File: src/rtl/axi_rd_arbiter_512_if.sv
// Bundle of the shared AXI4 read channel: N_REQ requester-side AR/R ports and
// the single DDR-side AR/R port. The arbiter uses the master view.
interface axi_rd_arbiter_512_if #(
  parameter int N_REQ = 2
);
  logic [N_REQ-1:0]    req_ar_valid;
  logic [32*N_REQ-1:0] req_ar_addr;
  logic [8*N_REQ-1:0]  req_ar_len;
  logic [N_REQ-1:0]    req_ar_ready;
  logic [N_REQ-1:0]    req_r_valid;
  logic [511:0]        req_r_data;
  logic                req_r_last;
  logic [N_REQ-1:0]    req_r_ready;
  logic                m_ar_valid;
  logic [31:0]         m_ar_addr;
  logic [7:0]          m_ar_len;
  logic                m_ar_ready;
  logic                m_r_valid;
  logic [511:0]        m_r_data;
  logic                m_r_last;
  logic                m_r_ready;

  modport master (
    input  req_ar_valid, req_ar_addr, req_ar_len, req_r_ready,
    input  m_ar_ready, m_r_valid, m_r_data, m_r_last,
    output req_ar_ready, req_r_valid, req_r_data, req_r_last,
    output m_ar_valid, m_ar_addr, m_ar_len, m_r_ready
  );

  modport slave (
    output req_ar_valid, req_ar_addr, req_ar_len, req_r_ready,
    output m_ar_ready, m_r_valid, m_r_data, m_r_last,
    input  req_ar_ready, req_r_valid, req_r_data, req_r_last,
    input  m_ar_valid, m_ar_addr, m_ar_len, m_r_ready
  );
endinterface

File: src/rtl/axi_rd_arbiter_512.sv
// Round-robin arbiter sharing one 512-bit AXI4 read channel between N_REQ read
// masters; one outstanding burst, whose R beats are routed back to the owner only.
module axi_rd_arbiter_512 #(
  parameter int N_REQ = 2
) (
  input  logic                 axi_clk,
  input  logic                 rstn,
  axi_rd_arbiter_512_if.master io_axi,
  output logic [1:0]           o_grant,
  output logic                 o_busy,
  output logic                 o_err_len
);
  typedef enum logic [1:0] {
    ST_IDLE = 2'd0,
    ST_ADDR = 2'd1,
    ST_DATA = 2'd2
  } state_t;

  localparam logic [1:0] GRANT_RST = 2'(N_REQ - 1);

  state_t           r_state;
  state_t           w_state_nxt;
  logic [1:0]       r_grant;
  logic             r_ar_valid;
  logic [31:0]      r_ar_addr;
  logic [7:0]       r_ar_len;
  logic [8:0]       r_beat_cnt;
  logic             r_err_len;
  logic             w_pick_vld;
  logic [1:0]       w_pick_idx;
  logic [31:0]      w_pick_addr;
  logic [7:0]       w_pick_len;
  int               w_dist;
  int               w_best_dist;
  logic             w_take;
  logic             w_sel_r_ready;
  logic             w_ar_hs;
  logic             w_r_hs;
  logic             w_cnt_at_len;
  logic [N_REQ-1:0] w_ar_ready;
  logic [N_REQ-1:0] w_r_valid;

  // Round-robin pick: the valid requester closest after r_grant wins.
  always_comb begin
    w_pick_vld  = 1'b0;
    w_pick_idx  = r_grant;
    w_best_dist = N_REQ;
    w_dist      = 0;
    w_take      = 1'b0;
    for (int i = 0; i < N_REQ; i++) begin
      w_dist      = (i + 2 * N_REQ - int'(r_grant) - 1) % N_REQ;
      w_take      = io_axi.req_ar_valid[i] && (w_dist < w_best_dist);
      w_pick_vld  = w_pick_vld | w_take;
      w_pick_idx  = w_take ? 2'(i) : w_pick_idx;
      w_best_dist = w_take ? w_dist : w_best_dist;
    end
  end

  // Per-requester muxing of the picked request and steering of the granted handshakes.
  always_comb begin
    w_pick_addr   = 32'd0;
    w_pick_len    = 8'd0;
    w_sel_r_ready = 1'b0;
    w_ar_ready    = {N_REQ{1'b0}};
    w_r_valid     = {N_REQ{1'b0}};
    for (int i = 0; i < N_REQ; i++) begin
      w_pick_addr   = (w_pick_idx == 2'(i)) ? io_axi.req_ar_addr[32*i +: 32] : w_pick_addr;
      w_pick_len    = (w_pick_idx == 2'(i)) ? io_axi.req_ar_len[8*i +: 8] : w_pick_len;
      w_sel_r_ready = (r_grant == 2'(i)) ? io_axi.req_r_ready[i] : w_sel_r_ready;
      w_ar_ready[i] = (r_state == ST_ADDR) && (r_grant == 2'(i)) && io_axi.m_ar_ready;
      w_r_valid[i]  = (r_state == ST_DATA) && (r_grant == 2'(i)) && io_axi.m_r_valid;
    end
  end

  assign w_ar_hs      = (r_state == ST_ADDR) && io_axi.m_ar_ready;
  assign w_r_hs       = (r_state == ST_DATA) && io_axi.m_r_valid && w_sel_r_ready;
  assign w_cnt_at_len = (r_beat_cnt == {1'b0, r_ar_len});

  // State register.
  always_ff @(posedge axi_clk) begin
    if (!rstn) begin
      r_state <= ST_IDLE;
    end else begin
      r_state <= w_state_nxt;
    end
  end

  // Next-state logic.
  always_comb begin
    w_state_nxt = r_state;
    case (r_state)
      ST_IDLE: w_state_nxt = w_pick_vld ? ST_ADDR : ST_IDLE;
      ST_ADDR: w_state_nxt = w_ar_hs ? ST_DATA : ST_ADDR;
      ST_DATA: w_state_nxt = (w_r_hs && io_axi.m_r_last) ? ST_IDLE : ST_DATA;
      default: w_state_nxt = ST_IDLE;
    endcase
  end

  // AR latch, beat counter and sticky length check; r_grant also serves as last_grant.
  always_ff @(posedge axi_clk) begin
    if (!rstn) begin
      r_grant    <= GRANT_RST;
      r_ar_valid <= 1'b0;
      r_ar_addr  <= 32'd0;
      r_ar_len   <= 8'd0;
      r_beat_cnt <= 9'd0;
      r_err_len  <= 1'b0;
    end else if ((r_state == ST_IDLE) && w_pick_vld) begin
      r_grant    <= w_pick_idx;
      r_ar_valid <= 1'b1;
      r_ar_addr  <= w_pick_addr;
      r_ar_len   <= w_pick_len;
    end else if (w_ar_hs) begin
      r_ar_valid <= 1'b0;
      r_beat_cnt <= 9'd0;
    end else if (w_r_hs) begin
      // Counter holds beats already accepted, so it equals len on the final beat.
      if (r_beat_cnt != 9'd511) begin
        r_beat_cnt <= r_beat_cnt + 9'd1;
      end
      if (io_axi.m_r_last ^ w_cnt_at_len) begin
        r_err_len <= 1'b1;
      end
    end
  end

  assign io_axi.m_ar_valid   = r_ar_valid;
  assign io_axi.m_ar_addr    = r_ar_addr;
  assign io_axi.m_ar_len     = r_ar_len;
  assign io_axi.m_r_ready    = (r_state == ST_DATA) && w_sel_r_ready;
  assign io_axi.req_ar_ready = w_ar_ready;
  assign io_axi.req_r_valid  = w_r_valid;
  assign io_axi.req_r_data   = io_axi.m_r_data;
  assign io_axi.req_r_last   = io_axi.m_r_last;
  assign o_grant             = r_grant;
  assign o_busy              = (r_state != ST_IDLE);
  assign o_err_len           = r_err_len;
endmodule

File: src/flat_wrapper.sv
// flat-port wrapper written by rule: the top's interface ports become plain ports
module axi_rd_arbiter_512_flat 
#(
  parameter int N_REQ = 2
)
  (axi_clk, rstn, o_grant, o_busy, o_err_len, io_axi_req_ar_valid, io_axi_req_ar_addr, io_axi_req_ar_len, io_axi_req_r_ready, io_axi_m_ar_ready, io_axi_m_r_valid, io_axi_m_r_data, io_axi_m_r_last, io_axi_req_ar_ready, io_axi_req_r_valid, io_axi_req_r_data, io_axi_req_r_last, io_axi_m_ar_valid, io_axi_m_ar_addr, io_axi_m_ar_len, io_axi_m_r_ready);
  axi_rd_arbiter_512_if #(.N_REQ(N_REQ)) io_axi_i ();
  input  logic axi_clk;
  input  logic rstn;
  output logic [1:0] o_grant;
  output logic o_busy;
  output logic o_err_len;
  input wire logic [$bits(io_axi_i.req_ar_valid)-1:0] io_axi_req_ar_valid;
  input wire logic [$bits(io_axi_i.req_ar_addr)-1:0] io_axi_req_ar_addr;
  input wire logic [$bits(io_axi_i.req_ar_len)-1:0] io_axi_req_ar_len;
  input wire logic [$bits(io_axi_i.req_r_ready)-1:0] io_axi_req_r_ready;
  input wire logic [$bits(io_axi_i.m_ar_ready)-1:0] io_axi_m_ar_ready;
  input wire logic [$bits(io_axi_i.m_r_valid)-1:0] io_axi_m_r_valid;
  input wire logic [$bits(io_axi_i.m_r_data)-1:0] io_axi_m_r_data;
  input wire logic [$bits(io_axi_i.m_r_last)-1:0] io_axi_m_r_last;
  output wire logic [$bits(io_axi_i.req_ar_ready)-1:0] io_axi_req_ar_ready;
  output wire logic [$bits(io_axi_i.req_r_valid)-1:0] io_axi_req_r_valid;
  output wire logic [$bits(io_axi_i.req_r_data)-1:0] io_axi_req_r_data;
  output wire logic [$bits(io_axi_i.req_r_last)-1:0] io_axi_req_r_last;
  output wire logic [$bits(io_axi_i.m_ar_valid)-1:0] io_axi_m_ar_valid;
  output wire logic [$bits(io_axi_i.m_ar_addr)-1:0] io_axi_m_ar_addr;
  output wire logic [$bits(io_axi_i.m_ar_len)-1:0] io_axi_m_ar_len;
  output wire logic [$bits(io_axi_i.m_r_ready)-1:0] io_axi_m_r_ready;
  assign io_axi_i.req_ar_valid = io_axi_req_ar_valid;
  assign io_axi_i.req_ar_addr = io_axi_req_ar_addr;
  assign io_axi_i.req_ar_len = io_axi_req_ar_len;
  assign io_axi_i.req_r_ready = io_axi_req_r_ready;
  assign io_axi_i.m_ar_ready = io_axi_m_ar_ready;
  assign io_axi_i.m_r_valid = io_axi_m_r_valid;
  assign io_axi_i.m_r_data = io_axi_m_r_data;
  assign io_axi_i.m_r_last = io_axi_m_r_last;
  assign io_axi_req_ar_ready = io_axi_i.req_ar_ready;
  assign io_axi_req_r_valid = io_axi_i.req_r_valid;
  assign io_axi_req_r_data = io_axi_i.req_r_data;
  assign io_axi_req_r_last = io_axi_i.req_r_last;
  assign io_axi_m_ar_valid = io_axi_i.m_ar_valid;
  assign io_axi_m_ar_addr = io_axi_i.m_ar_addr;
  assign io_axi_m_ar_len = io_axi_i.m_ar_len;
  assign io_axi_m_r_ready = io_axi_i.m_r_ready;
  axi_rd_arbiter_512 #(.N_REQ(N_REQ)) u_core (.axi_clk(axi_clk), .rstn(rstn), .io_axi(io_axi_i), .o_grant(o_grant), .o_busy(o_busy), .o_err_len(o_err_len));
endmodule
File: config.mk
export PLATFORM = sky130hd
export DESIGN_NAME = axi_rd_arbiter_512_flat
export DESIGN_NICKNAME = d
export VERILOG_FILES = /design/src/rtl/axi_rd_arbiter_512_if.sv /design/src/rtl/axi_rd_arbiter_512.sv /design/src/flat_wrapper.sv
export SDC_FILE = /design/constraint.sdc
export NUM_CORES = 1
export LEC_CHECK = 0
export CAP_MARGIN = 20
export CORE_AREA = 2 2 447 449
export DETAILED_ROUTE_END_ITERATION = 6
export DIE_AREA = 0 0 449 451
export GPL_TIMING_DRIVEN = 0
export PLACE_DENSITY_LB_ADDON = 0.2
export SYNTH_ARGS = -nofsm -noshare
export SYNTH_HDL_FRONTEND = slang
export SYNTH_SLANG_ARGS = --single-unit
File: constraint.sdc
create_clock -name axi_clk -period 4.44 [get_ports axi_clk]
set_input_delay 0.444 -clock axi_clk [delete_from_list [all_inputs] [get_ports axi_clk]]
set_output_delay 0.444 -clock axi_clk [all_outputs]
set_load 0.01 [all_outputs]
==> results.md <==
* Fillcell total at 23.2k
* Num CTS Buffers at 5
* Worst vdd ir at 165 uV
* Final Skew at 0.0124 ns
* Post-route setup slack at roughly 1.5 ns
* Syn nets at approximately 1.4k
* Power Density at 171 nW/um^2
* Setup violators final at 0
* Synthesized area at about 6400 sq um
* Most common cell after layout, fill and taps aside: clkdlybuf4s50_1
* Fin cells at 4124
* Slew margin rel. at a little under two fifths
* Clk Tree Root Cell: clkbuf_16
* Bufs and invs on worst path at 2
* HP Class: reg -> reg
* Detailed placement HPWL at 98900 um
* Hold Path Cell Cnt at 2
* Clk_lat worst skew at 0.34 ns
* Placed cell areas at 16300 sq um
* Vias/cell at 1.88
* Sequential-to-total area share from yosys stat at 17.1%
* Kind of critical path: in -> out
* Placed Cells incl. Taps at between 4k and 5k
* DRC at 0
* Startpoint types: primary input
* Number of global-route vias before repair at around 7.8k
* Design Area, Final at 16500 sq um
* Largest buffer count on any clock path at 2
* Pleak at 6.04 nW
* Gpl congestion at 1.03
* Critical-path top delay cell: clkdlybuf4s50_1
* Ys Warns at 0
* Post-CTS setup buffer count at 0
* Final Critical Period at 2.97 ns
* Clock transition at the registers of the reported paths at about 0.080 ns
* Ports at 1164
* Synth-to-Final Area Change at 156%
* CP max stage delay at 0.85 ns
* Grt total ovfl at 0
* Final WL at 104000 um
* Status: finished, final reports clean
* IO buf count at 651
* Worst Path Required at 4.00 ns
* Worst-path fanout max at 7
* Max Cap Viol at 0
* Drt pass-1 iters at 4
* Die Height at around 450 um
* Total GRT Usage at 9.71%
* Die Area at about 200000 sq um
* Initial antenna violation count at 44
* Power Total at 2.82 mW
* Share of layout cells above drive strength 1 at about 36%
* First-pass GRT wire length at 120000 um
* Yosys top cell by area: buf_4
* FP Rows at ~160
* Post-synth top flop: dfxtp_1
* Number of synthesized flops with an enable pin at 0
* Final Slew Violations at 0
* Worst slew pin tran at 0.937 ns
* CTS tree: yes
* Async set or reset register ratio after synthesis at 0%
* Commonest non-fill, non-tap cells in the layout: clkdlybuf4s50_1, buf_4, dfxtp_1
* Core area at between 150000 and 200000 sq um
* Post-cts resize count at 0
* Final hold viol count at 0
* Final nets at roughly 2.1k
* Clock Sinks at 55
* Tcrit/Tclk final at 66.9%
* Synth top area cells: buf_4, dfxtp_1, a221oi_1, nor3b_1, nor2_1
* Fmax at 0.336 GHz
* DIE WIDTH at 449 um
* Avg WL per Cell at approximately 25 um
* Crit path top cell by count: clkdlybuf4s50_1
* Largest net degree at the start of global routing at 19
* Cells after Synth at about 800
* CP endpoint kind: output port
* Crit path cell chain: clkdlybuf4s50_1 > nand3b_4 > nor3_1 > clkdlybuf4s50_1
* Reg2reg path depth at 6
* Initial Util at 3.25%
* H-tree Lvls at 2
* Yosys reg bits at 55
* Yosys cell types at 36
* Detailed-route via count at 7754
* RSZ-0062 raised after global routing: false
* Yosys top cell area share at about 60%
* Path length in cells of the critical path at 4
* Fin Setup TNS at 0 ns
* Antenna viol nets, final at 0
* Dpl ws at 0.871 ns
* Initial DRC count at 372
* CP delay by family, top: buffers and inverters
* Syn Area/Cell at 8.04 sq um
* Hold Buf Count CTS at 0
* Crit path DAT at 2.53 ns
## report_power, final
part	internal [mW]	leakage [nW]	switching [mW]
Combinational	0.928	5.52	0.830
Clock	0.215	0.0718	0.257
Sequential	0.547	0.454	0.0385
## kinds of logic (layout without fill, tap and decap cells)
group / after synthesis / count (layout) / share of synthesized area, %
DFF: 55 / 55 / 17.1
adders and majority gates: 2 / 2 / 0.389
muxes: 4 / 4 / 0.680
other: 0 / 6 / 0
AOI/OAI and AO/OA: 64 / 64 / 7.66
xor gates and xnor gates: 8 / 8 / 1.09
buffers and inverters: 540 / 1201 / 61.5
and+or+nand+nor: 128 / 128 / 11.5
## cell usage after synthesis, types with 2 or more instances
cell type	number
and3_1	2
dfxtp_1	55
o21a_1	2
nor3b_1	41
nor4_1	3
and4_1	3
nand2b_1	3
buf_4	514
ha_1	2
o21ai_0	8
nor2_1	45
nor2b_1	3
a221oi_1	40
nand3_1	3
mux2i_1	3
buf_2	5
nand2_1	6
inv_1	3
and2_1	3
nor3_1	4
or4_1	2
xor2_1	8
or3_1	6
clkbuf_1	18
a21oi_1	8
## state kept, by name (all words and copies together) (netlist names)
name and count:
u_core.o_grant 2, u_core.o_err_len 1, u_core.io_axi.m_ar_len 8, u_core.r_state 2, u_core.io_axi.m_ar_addr 32, u_core.r_beat_cnt 9, u_core.io_axi.m_ar_valid 1
## layout make-up
cell class / instances / area, sq um / area share [%]
Buffer: 537 / 3950 / 24.0
Multi-Input combinational cell: 206 / 1380 / 8.35
Clock inverter: 3 / 23.8 / 0.144
Antenna cell: 6 / 15.0 / 0.0912
Timing Repair Buffer: 653 / 6550 / 39.7
Tap cell: 2656 / 3320 / 20.2
Inverter: 3 / 11.3 / 0.0684
Sequential cell: 55 / 1100 / 6.68
Clock buffer: 5 / 125 / 0.760
## final timing paths
check | start | slack, ns | to
max reg2reg | u_core.o_grant[1]$_SDFFE_PN0P_ | 1.98 | u_core.io_axi.m_ar_len[4]$_SDFFE_PN0P_
max | io_axi_m_r_valid | 1.47 | io_axi_req_r_valid[0]
min reg2reg | u_core.io_axi.m_ar_valid$_SDFFE_PN0P_ | 0.47 | u_core.io_axi.m_ar_valid$_SDFFE_PN0P_
min | u_core.io_axi.m_ar_valid$_SDFFE_PN0P_ | 0.47 | u_core.io_axi.m_ar_valid$_SDFFE_PN0P_
## metal layers
metal	global-route usage [%]	share of wire (%)	wire length (um)	vias to the layer above
met2	17.2	50	52300	561
met4	1.47	1.4	1430	10
met5	0	0.066	69	-
met3	5.04	13	13500	85
met1	10.3	35	36700	3666
li1	-	-	-	3432
## through the flow
| stage | util, % | hold slack (ns) |
|---|---|---|
| after CTS | 8.30 | 0.477 |
| after detailed placement | 8.23 | 0.465 |
| after global routing | 8.30 | 0.516 |
| after global placement | 8.21 | 0.458 |
| after floorplan | - | 0.472 |
| final | 8.31 | 0.470 |
## worst register-to-register path: stages, from the launching register on
cell,delay (ns)
dfxtp_1,0.37
clkbuf_1,0.53
nor2_1,0.12
o22a_1,0.29
clkbuf_1,0.42
a221oi_1,0.52
nor3b_1,0.09
Note: power is estimated with default switching activity, not from simulation.
